==> src/rtl/jtag_pkg.sv <==
// Shared TAP definitions: state encodings and fixed instruction values.
// Imported by the TAP FSM and the multichain TAP top.
package jtag_pkg;

    typedef enum logic [3:0] {
        TAP_EX2_DR  = 4'h0,
        TAP_EX1_DR  = 4'h1,
        TAP_SH_DR   = 4'h2,
        TAP_PAU_DR  = 4'h3,
        TAP_SEL_IR  = 4'h4,
        TAP_UPD_DR  = 4'h5,
        TAP_CAP_DR  = 4'h6,
        TAP_SEL_DR  = 4'h7,
        TAP_EX2_IR  = 4'h8,
        TAP_EX1_IR  = 4'h9,
        TAP_SH_IR   = 4'hA,
        TAP_PAU_IR  = 4'hB,
        TAP_RTI     = 4'hC,
        TAP_UPD_IR  = 4'hD,
        TAP_CAP_IR  = 4'hE,
        TAP_TLR     = 4'hF
    } tap_state_t;

    // Instruction constants are wide enough for any IR; users slice [IR_WIDTH-1:0].
    localparam logic [15:0] INSTR_IDCODE = 16'h0000;
    localparam logic [15:0] INSTR_BYPASS = 16'hFFFF;

endpackage

==> src/rtl/jtag_tap_fsm.sv <==
// IEEE 1149.1 16-state TAP controller, advanced by tms_i on each rising tck_i.
// Synchronous active-low reset forces Test-Logic-Reset.
module jtag_tap_fsm
    import jtag_pkg::*;
(
    input  logic       tck_i,
    input  logic       trst_n_i,
    input  logic       tms_i,
    output tap_state_t state_o
);

    tap_state_t state_r;
    tap_state_t state_next_s;

    // State register with synchronous reset to TLR.
    always_ff @(posedge tck_i) begin
        if (!trst_n_i) begin
            state_r <= TAP_TLR;
        end else begin
            state_r <= state_next_s;
        end
    end

    // Next-state decode of the standard TAP graph.
    always_comb begin
        state_next_s = state_r;
        case (state_r)
            TAP_TLR:    state_next_s = tms_i ? TAP_TLR    : TAP_RTI;
            TAP_RTI:    state_next_s = tms_i ? TAP_SEL_DR : TAP_RTI;
            TAP_SEL_DR: state_next_s = tms_i ? TAP_SEL_IR : TAP_CAP_DR;
            TAP_CAP_DR: state_next_s = tms_i ? TAP_EX1_DR : TAP_SH_DR;
            TAP_SH_DR:  state_next_s = tms_i ? TAP_EX1_DR : TAP_SH_DR;
            TAP_EX1_DR: state_next_s = tms_i ? TAP_UPD_DR : TAP_PAU_DR;
            TAP_PAU_DR: state_next_s = tms_i ? TAP_EX2_DR : TAP_PAU_DR;
            TAP_EX2_DR: state_next_s = tms_i ? TAP_UPD_DR : TAP_SH_DR;
            TAP_UPD_DR: state_next_s = tms_i ? TAP_SEL_DR : TAP_RTI;
            TAP_SEL_IR: state_next_s = tms_i ? TAP_TLR    : TAP_CAP_IR;
            TAP_CAP_IR: state_next_s = tms_i ? TAP_EX1_IR : TAP_SH_IR;
            TAP_SH_IR:  state_next_s = tms_i ? TAP_EX1_IR : TAP_SH_IR;
            TAP_EX1_IR: state_next_s = tms_i ? TAP_UPD_IR : TAP_PAU_IR;
            TAP_PAU_IR: state_next_s = tms_i ? TAP_EX2_IR : TAP_PAU_IR;
            TAP_EX2_IR: state_next_s = tms_i ? TAP_UPD_IR : TAP_SH_IR;
            TAP_UPD_IR: state_next_s = tms_i ? TAP_SEL_DR : TAP_RTI;
            default:    state_next_s = TAP_TLR;
        endcase
    end

    assign state_o = state_r;

endmodule

==> src/rtl/jtag_tap_multichain.sv <==
// JTAG TAP with IDCODE, BYPASS and CHAIN_NUM external scan chains selected by instruction.
// Chains shift themselves from tdi_i; this block only forwards their serial output.
module jtag_tap_multichain
    import jtag_pkg::*;
#(
    parameter int          CHAIN_NUM = 2,
    parameter int          IR_WIDTH  = 4,
    parameter logic [31:0] IDCODE    = 32'h1000_0001
) (
    input  logic                 tck_i,
    input  logic                 trst_n_i,
    input  logic                 tms_i,
    input  logic                 tdi_i,
    input  logic [CHAIN_NUM-1:0] chain_tdo_i,
    output logic                 tdo_o,
    output logic [3:0]           tap_state_o,
    output logic [IR_WIDTH-1:0]  instr_o,
    output logic [CHAIN_NUM-1:0] chain_sel_o,
    output logic                 capture_dr_o,
    output logic                 shift_dr_o,
    output logic                 update_dr_o
);

    localparam logic [IR_WIDTH-1:0] IR_CAPTURE = IR_WIDTH'(2'b01);
    localparam logic [IR_WIDTH-1:0] IR_IDCODE  = INSTR_IDCODE[IR_WIDTH-1:0];

    tap_state_t            state_s;
    logic [IR_WIDTH-1:0]   ir_shift_r;
    logic [IR_WIDTH-1:0]   instr_r;
    logic [31:0]           id_r;
    logic                  bypass_r;
    logic                  tdo_r;
    logic [CHAIN_NUM-1:0]  chain_sel_s;
    logic                  chain_bit_s;
    logic                  is_chain_s;
    logic                  is_idcode_s;
    logic                  dr_out_s;
    logic                  tdo_next_s;

    jtag_tap_fsm u_fsm (
        .tck_i    (tck_i),
        .trst_n_i (trst_n_i),
        .tms_i    (tms_i),
        .state_o  (state_s)
    );

    // Instruction decode: one-hot chain select and forwarded chain output.
    always_comb begin
        chain_sel_s = '0;
        chain_bit_s = 1'b0;
        for (int k = 0; k < CHAIN_NUM; k++) begin
            chain_sel_s[k] = (instr_r == IR_WIDTH'(k + 1));
            chain_bit_s    = chain_bit_s | (chain_sel_s[k] & chain_tdo_i[k]);
        end
        is_chain_s  = |chain_sel_s;
        is_idcode_s = (instr_r == IR_IDCODE);
    end

    // Outgoing serial bit for the current shift state; zero outside shifting.
    always_comb begin
        dr_out_s   = 1'b0;
        tdo_next_s = 1'b0;
        if (is_chain_s) begin
            dr_out_s = chain_bit_s;
        end else if (is_idcode_s) begin
            dr_out_s = id_r[0];
        end else begin
            dr_out_s = bypass_r;
        end
        if (state_s == TAP_SH_IR) begin
            tdo_next_s = ir_shift_r[0];
        end else if (state_s == TAP_SH_DR) begin
            tdo_next_s = dr_out_s;
        end else begin
            tdo_next_s = 1'b0;
        end
    end

    // IR shift register, active instruction and serial output register.
    always_ff @(posedge tck_i) begin
        if (!trst_n_i) begin
            ir_shift_r <= '0;
            instr_r    <= '0;
            tdo_r      <= 1'b0;
        end else begin
            tdo_r <= tdo_next_s;
            case (state_s)
                TAP_TLR:    instr_r    <= IR_IDCODE;
                TAP_UPD_IR: instr_r    <= ir_shift_r;
                TAP_CAP_IR: ir_shift_r <= IR_CAPTURE;
                TAP_SH_IR:  ir_shift_r <= {tdi_i, ir_shift_r[IR_WIDTH-1:1]};
                default: begin
                    ir_shift_r <= ir_shift_r;
                    instr_r    <= instr_r;
                end
            endcase
        end
    end

    // Internal data registers; chain instructions leave both untouched.
    always_ff @(posedge tck_i) begin
        if (!trst_n_i) begin
            id_r     <= IDCODE;
            bypass_r <= 1'b0;
        end else begin
            case (state_s)
                TAP_CAP_DR: begin
                    if (is_idcode_s) begin
                        id_r <= IDCODE;
                    end else if (!is_chain_s) begin
                        bypass_r <= 1'b0;
                    end else begin
                        id_r <= id_r;
                    end
                end
                TAP_SH_DR: begin
                    if (is_idcode_s) begin
                        id_r <= {tdi_i, id_r[31:1]};
                    end else if (!is_chain_s) begin
                        bypass_r <= tdi_i;
                    end else begin
                        id_r <= id_r;
                    end
                end
                default: begin
                    id_r     <= id_r;
                    bypass_r <= bypass_r;
                end
            endcase
        end
    end

    assign tdo_o        = tdo_r;
    assign tap_state_o  = state_s;
    assign instr_o      = instr_r;
    assign chain_sel_o  = chain_sel_s;
    assign capture_dr_o = (state_s == TAP_CAP_DR) && is_chain_s;
    assign shift_dr_o   = (state_s == TAP_SH_DR)  && is_chain_s;
    assign update_dr_o  = (state_s == TAP_UPD_DR) && is_chain_s;

endmodule

==> config.mk <==
export PLATFORM = sky130hd
export DESIGN_NAME = jtag_tap_multichain
export DESIGN_NICKNAME = d
export VERILOG_FILES = /design/src/rtl/jtag_pkg.sv /design/src/rtl/jtag_tap_fsm.sv /design/src/rtl/jtag_tap_multichain.sv
export SDC_FILE = /design/constraint.sdc
export NUM_CORES = 1
export LEC_CHECK = 0
export BUFFER_PORTS_ARGS = -buffer_cell sky130_fd_sc_hd__buf_2
export CAP_MARGIN = 25
export CELL_PAD_IN_SITES_DETAIL_PLACEMENT = 0
export CELL_PAD_IN_SITES_GLOBAL_PLACEMENT = 1
export CORE_MARGIN = 3
export CORE_UTILIZATION = 30
export CTS_CLUSTER_SIZE = 24
export DETAILED_ROUTE_END_ITERATION = 16
export GPL_TIMING_DRIVEN = 1
export PLACE_DENSITY_LB_ADDON = 0.3
export SLEW_MARGIN = 15
export SYNTH_ARGS = -nofsm -noshare
export SYNTH_HDL_FRONTEND = slang
export SYNTH_HIERARCHICAL = 1
export SYNTH_SLANG_ARGS = --single-unit
==> constraint.sdc <==
create_clock -name tck_i -period 1.9 [get_ports tck_i]
set_clock_uncertainty 0.2 [all_clocks]
set_input_delay 0.38 -clock tck_i [delete_from_list [all_inputs] [get_ports tck_i]]
set_output_delay 0.38 -clock tck_i [all_outputs]
set_load 0.01 [all_outputs]
==> metrics <==
status=complete, but fails checks; violated checks=negative setup slack; unique cell type count in the Yosys netlist=41; row cnt=30; worst-path cell chain=or3b_4 -> nor3_2 -> buf_2; drt first pass iters=4; final setup margin=-4.08 ps; GPL Wtd Cong=0.745; post-CTS setup buffers=0; total power=2.00 mW; area grow syn2layout=17.6%; largest cells by area after synthesis=dfxtp_1 (42%), a21boi_1 (10%), nand4_1 (8.3%); Final ANT Viol Nets=0; largest net degree at the start of global routing=37; M1 WL=2530 microns; top sig layer=met4; Worst Path Arrival=1320 ps; die area=8350 sq um; Post-Synth Simple-Gate Area=23.9%; worst hold path class=primary input to register; Clock Pin Slew Worst Setup and Hold Paths=90 ps; type of the worst setup path=register to output pin; Post-synth EDFFs=0; largest family of logic cells by synthesized area=compound AO/OA/AOI/OAI gates; post-synthesis mux area share=1.37%; Worst-Margin Slew=410 ps; Post-synth top flop=dfxtp_1; RSZ-0062 raised after global routing=true; Initial Util=31.5%; core box area=6940 sq um; Iter 0 DRT Violations=112; Gate power share=12.9%; YS warnings=6; clk sinks=46; slowest CP cell=or3b_4; Mapped Area=2190 sq um; Port Buf Inserts=19; TritonCTS Buffers=5; Synth Instances=236; final wirelength=4920 microns; leak pwr=0.901 nW; total track usage=12.8%; switching power=527 uW; Vias/cell=5.15; Crit Path Max Fanout=4; # Max-Cap Violations=0; Internal Power=1.48 mW; list of most frequent post-synthesis cells=dfxtp_1 (46), o21ai_1 (30), a21boi_1 (29), nand4_1 (29), nand2_1 (14); crit path launch type=register; Synth Register Bits=46; Tcrit/Tclk final=100%; initial antenna violation count=0; Compound-Gate Fraction of Synth Area=24.6%; total number of vias=1814; clk buf depth=2; Inserted Diodes=0; Max IR drop VDD=377 uV; # nets final=261; Placement Setup Slack=104 ps; gr ovfl total=0; cell with the most instances after synthesis=dfxtp_1; H-tree levels=2; Residual DRC=0; Clock Root Buffer=clkbuf_8; PwrDens=779 nW/um^2; Tmin final=1900 ps; Rel. slew slack=72.7%; fraction of registers with async set/reset=0%; Mapped Nets=242; hold buffer count at CTS=0; die height=91.4 microns; TritonCTS clock tree=built; Routed met3 length=127 microns; Worst-Skew Late Latency=300 ps; die width=91.4 microns; area leader, netlist=dfxtp_1; Switching Share=26.3%; Clock power frac=37.6%; Final HPWL DP=2960 microns; Seq pwr share=49.5%; syn avg cell area=9.27 sq um; Slew Viols, Final=0; share of cells above drive strength 1=27.0%; Min Hold Slack=168 ps; vias in the first global route=1825; I/O pin count=20; Yosys top cell area share=42.1%; CP max stage delay=430 ps; first-pass GRT wire length=8850 microns; final hold viol count=0; Fillers=733; Met2 Routed Length=2190 microns; crit path capture type=output pin; CP Data Required Time=1320 ps; DR WL/cell=14.0 microns; Seq/Total Area, Yosys=42.1%; # setup viols final=2; Max Fclk=525 MHz; Synth Area in XOR/XNOR=0.400%; Post-Synth Adder-Cell Area=0%
[metal layers]
layer	up-vias	GRT usage, %
met5	-	0
met4	0	4.90
met3	4	2.98
met2	24	19.8
met1	873	17.0
li1	913	-
[cell type report]
cell class              instances  area (sq um)  share of cell area, %
clock buffers                   5          68.8                   2.68
clock inverters                 3          48.8                   1.90
inverters                       3          11.3                  0.438
multi-input cells             164          1160                   45.1
flip-flops and latches         46           935                   36.4
well taps                      96           120                   4.67
repair buffers                 35           228                   8.86
[path summary, 6_finish.rpt]
check / start / to / slack (ps) / cells past startpoint
max: u_fsm/state_o[0] / capture_dr_o / -4 / 3
min: trst_n_i / u_fsm/state_o[2] / 170 / 2
max reg2reg: instr_o[0] / id_r[31] / 130 / 3
min reg2reg: id_r[18] / id_r[17] / 260 / 2
[worst max-delay path: cells and delay by family (launching register included)]
family                 cells  cell delay [ps]
and+or+nand+nor            2              550
DFF                        1              320
buffers and inverters      1              150
[what timing repair did]
action                     in CTS  in global routing
gates cloned                    0                  0
resized for setup               9                  5
pin swaps                       1                  1
setup endpoints to repair       3                  5
[cells in the final DEF, fill, tap and decap left out, drive strengths merged, types with 2 or more instances in the layout]
cell    count
nor4b       2
nor4        4
nand3b      5
a21boi     37
inv         4
a21oi       4
or3b        3
nor2        3
nand3       2
nor2b       3
dfxtp      46
nand4      29
o21ai      37
mux2i       3
buf        35
and3b       2
nor3        2
nand2      14
clkbuf      5
[state kept, by name, indices dropped and copies added, names as in the netlist]
signal and cells:
id_r 32, instr_o 4, ir_shift_r 4, u_fsm/state_o 4, bypass_r 1, tdo_o 1
[through the flow]
stage | area [sq um] | util, % | TNS (ps) | std cells
final | 2570 | 37.0 | -6.87 | 352
after global routing | 2570 | 37.0 | -338 | 352
after CTS | 2540 | 36.6 | -62.9 | 352
after detailed placement | 2400 | 34.6 | 0 | 344
after global placement | 2400 | 34.6 | 0 | 344
after floorplan | 2200 | - | 0 | 236
[power groups by stage]
stage | logic, mW | registers [mW] | clock network [mW]
CTS | 0.258 | 0.992 | 0.783
finish | 0.258 | 0.991 | 0.754
global placement | 0.255 | 1.02 | 0
global route | 0.283 | 0.995 | 0.821
detailed placement | 0.254 | 1.01 | 0
floorplan | 0.152 | 1.03 | 0
[cell families (layout without fill, tap and decap cells)]
| group | Yosys count | after routing |
|---|---|---|
| muxes | 3 | 3 |
| and+or+nand+nor | 76 | 76 |
| xor gates and xnor gates | 1 | 1 |
| DFF | 46 | 46 |
| AOI/OAI and AO/OA | 84 | 84 |
| buffers and inverters | 26 | 46 |
No activity file was read; power rests on OpenSTA's default activity.
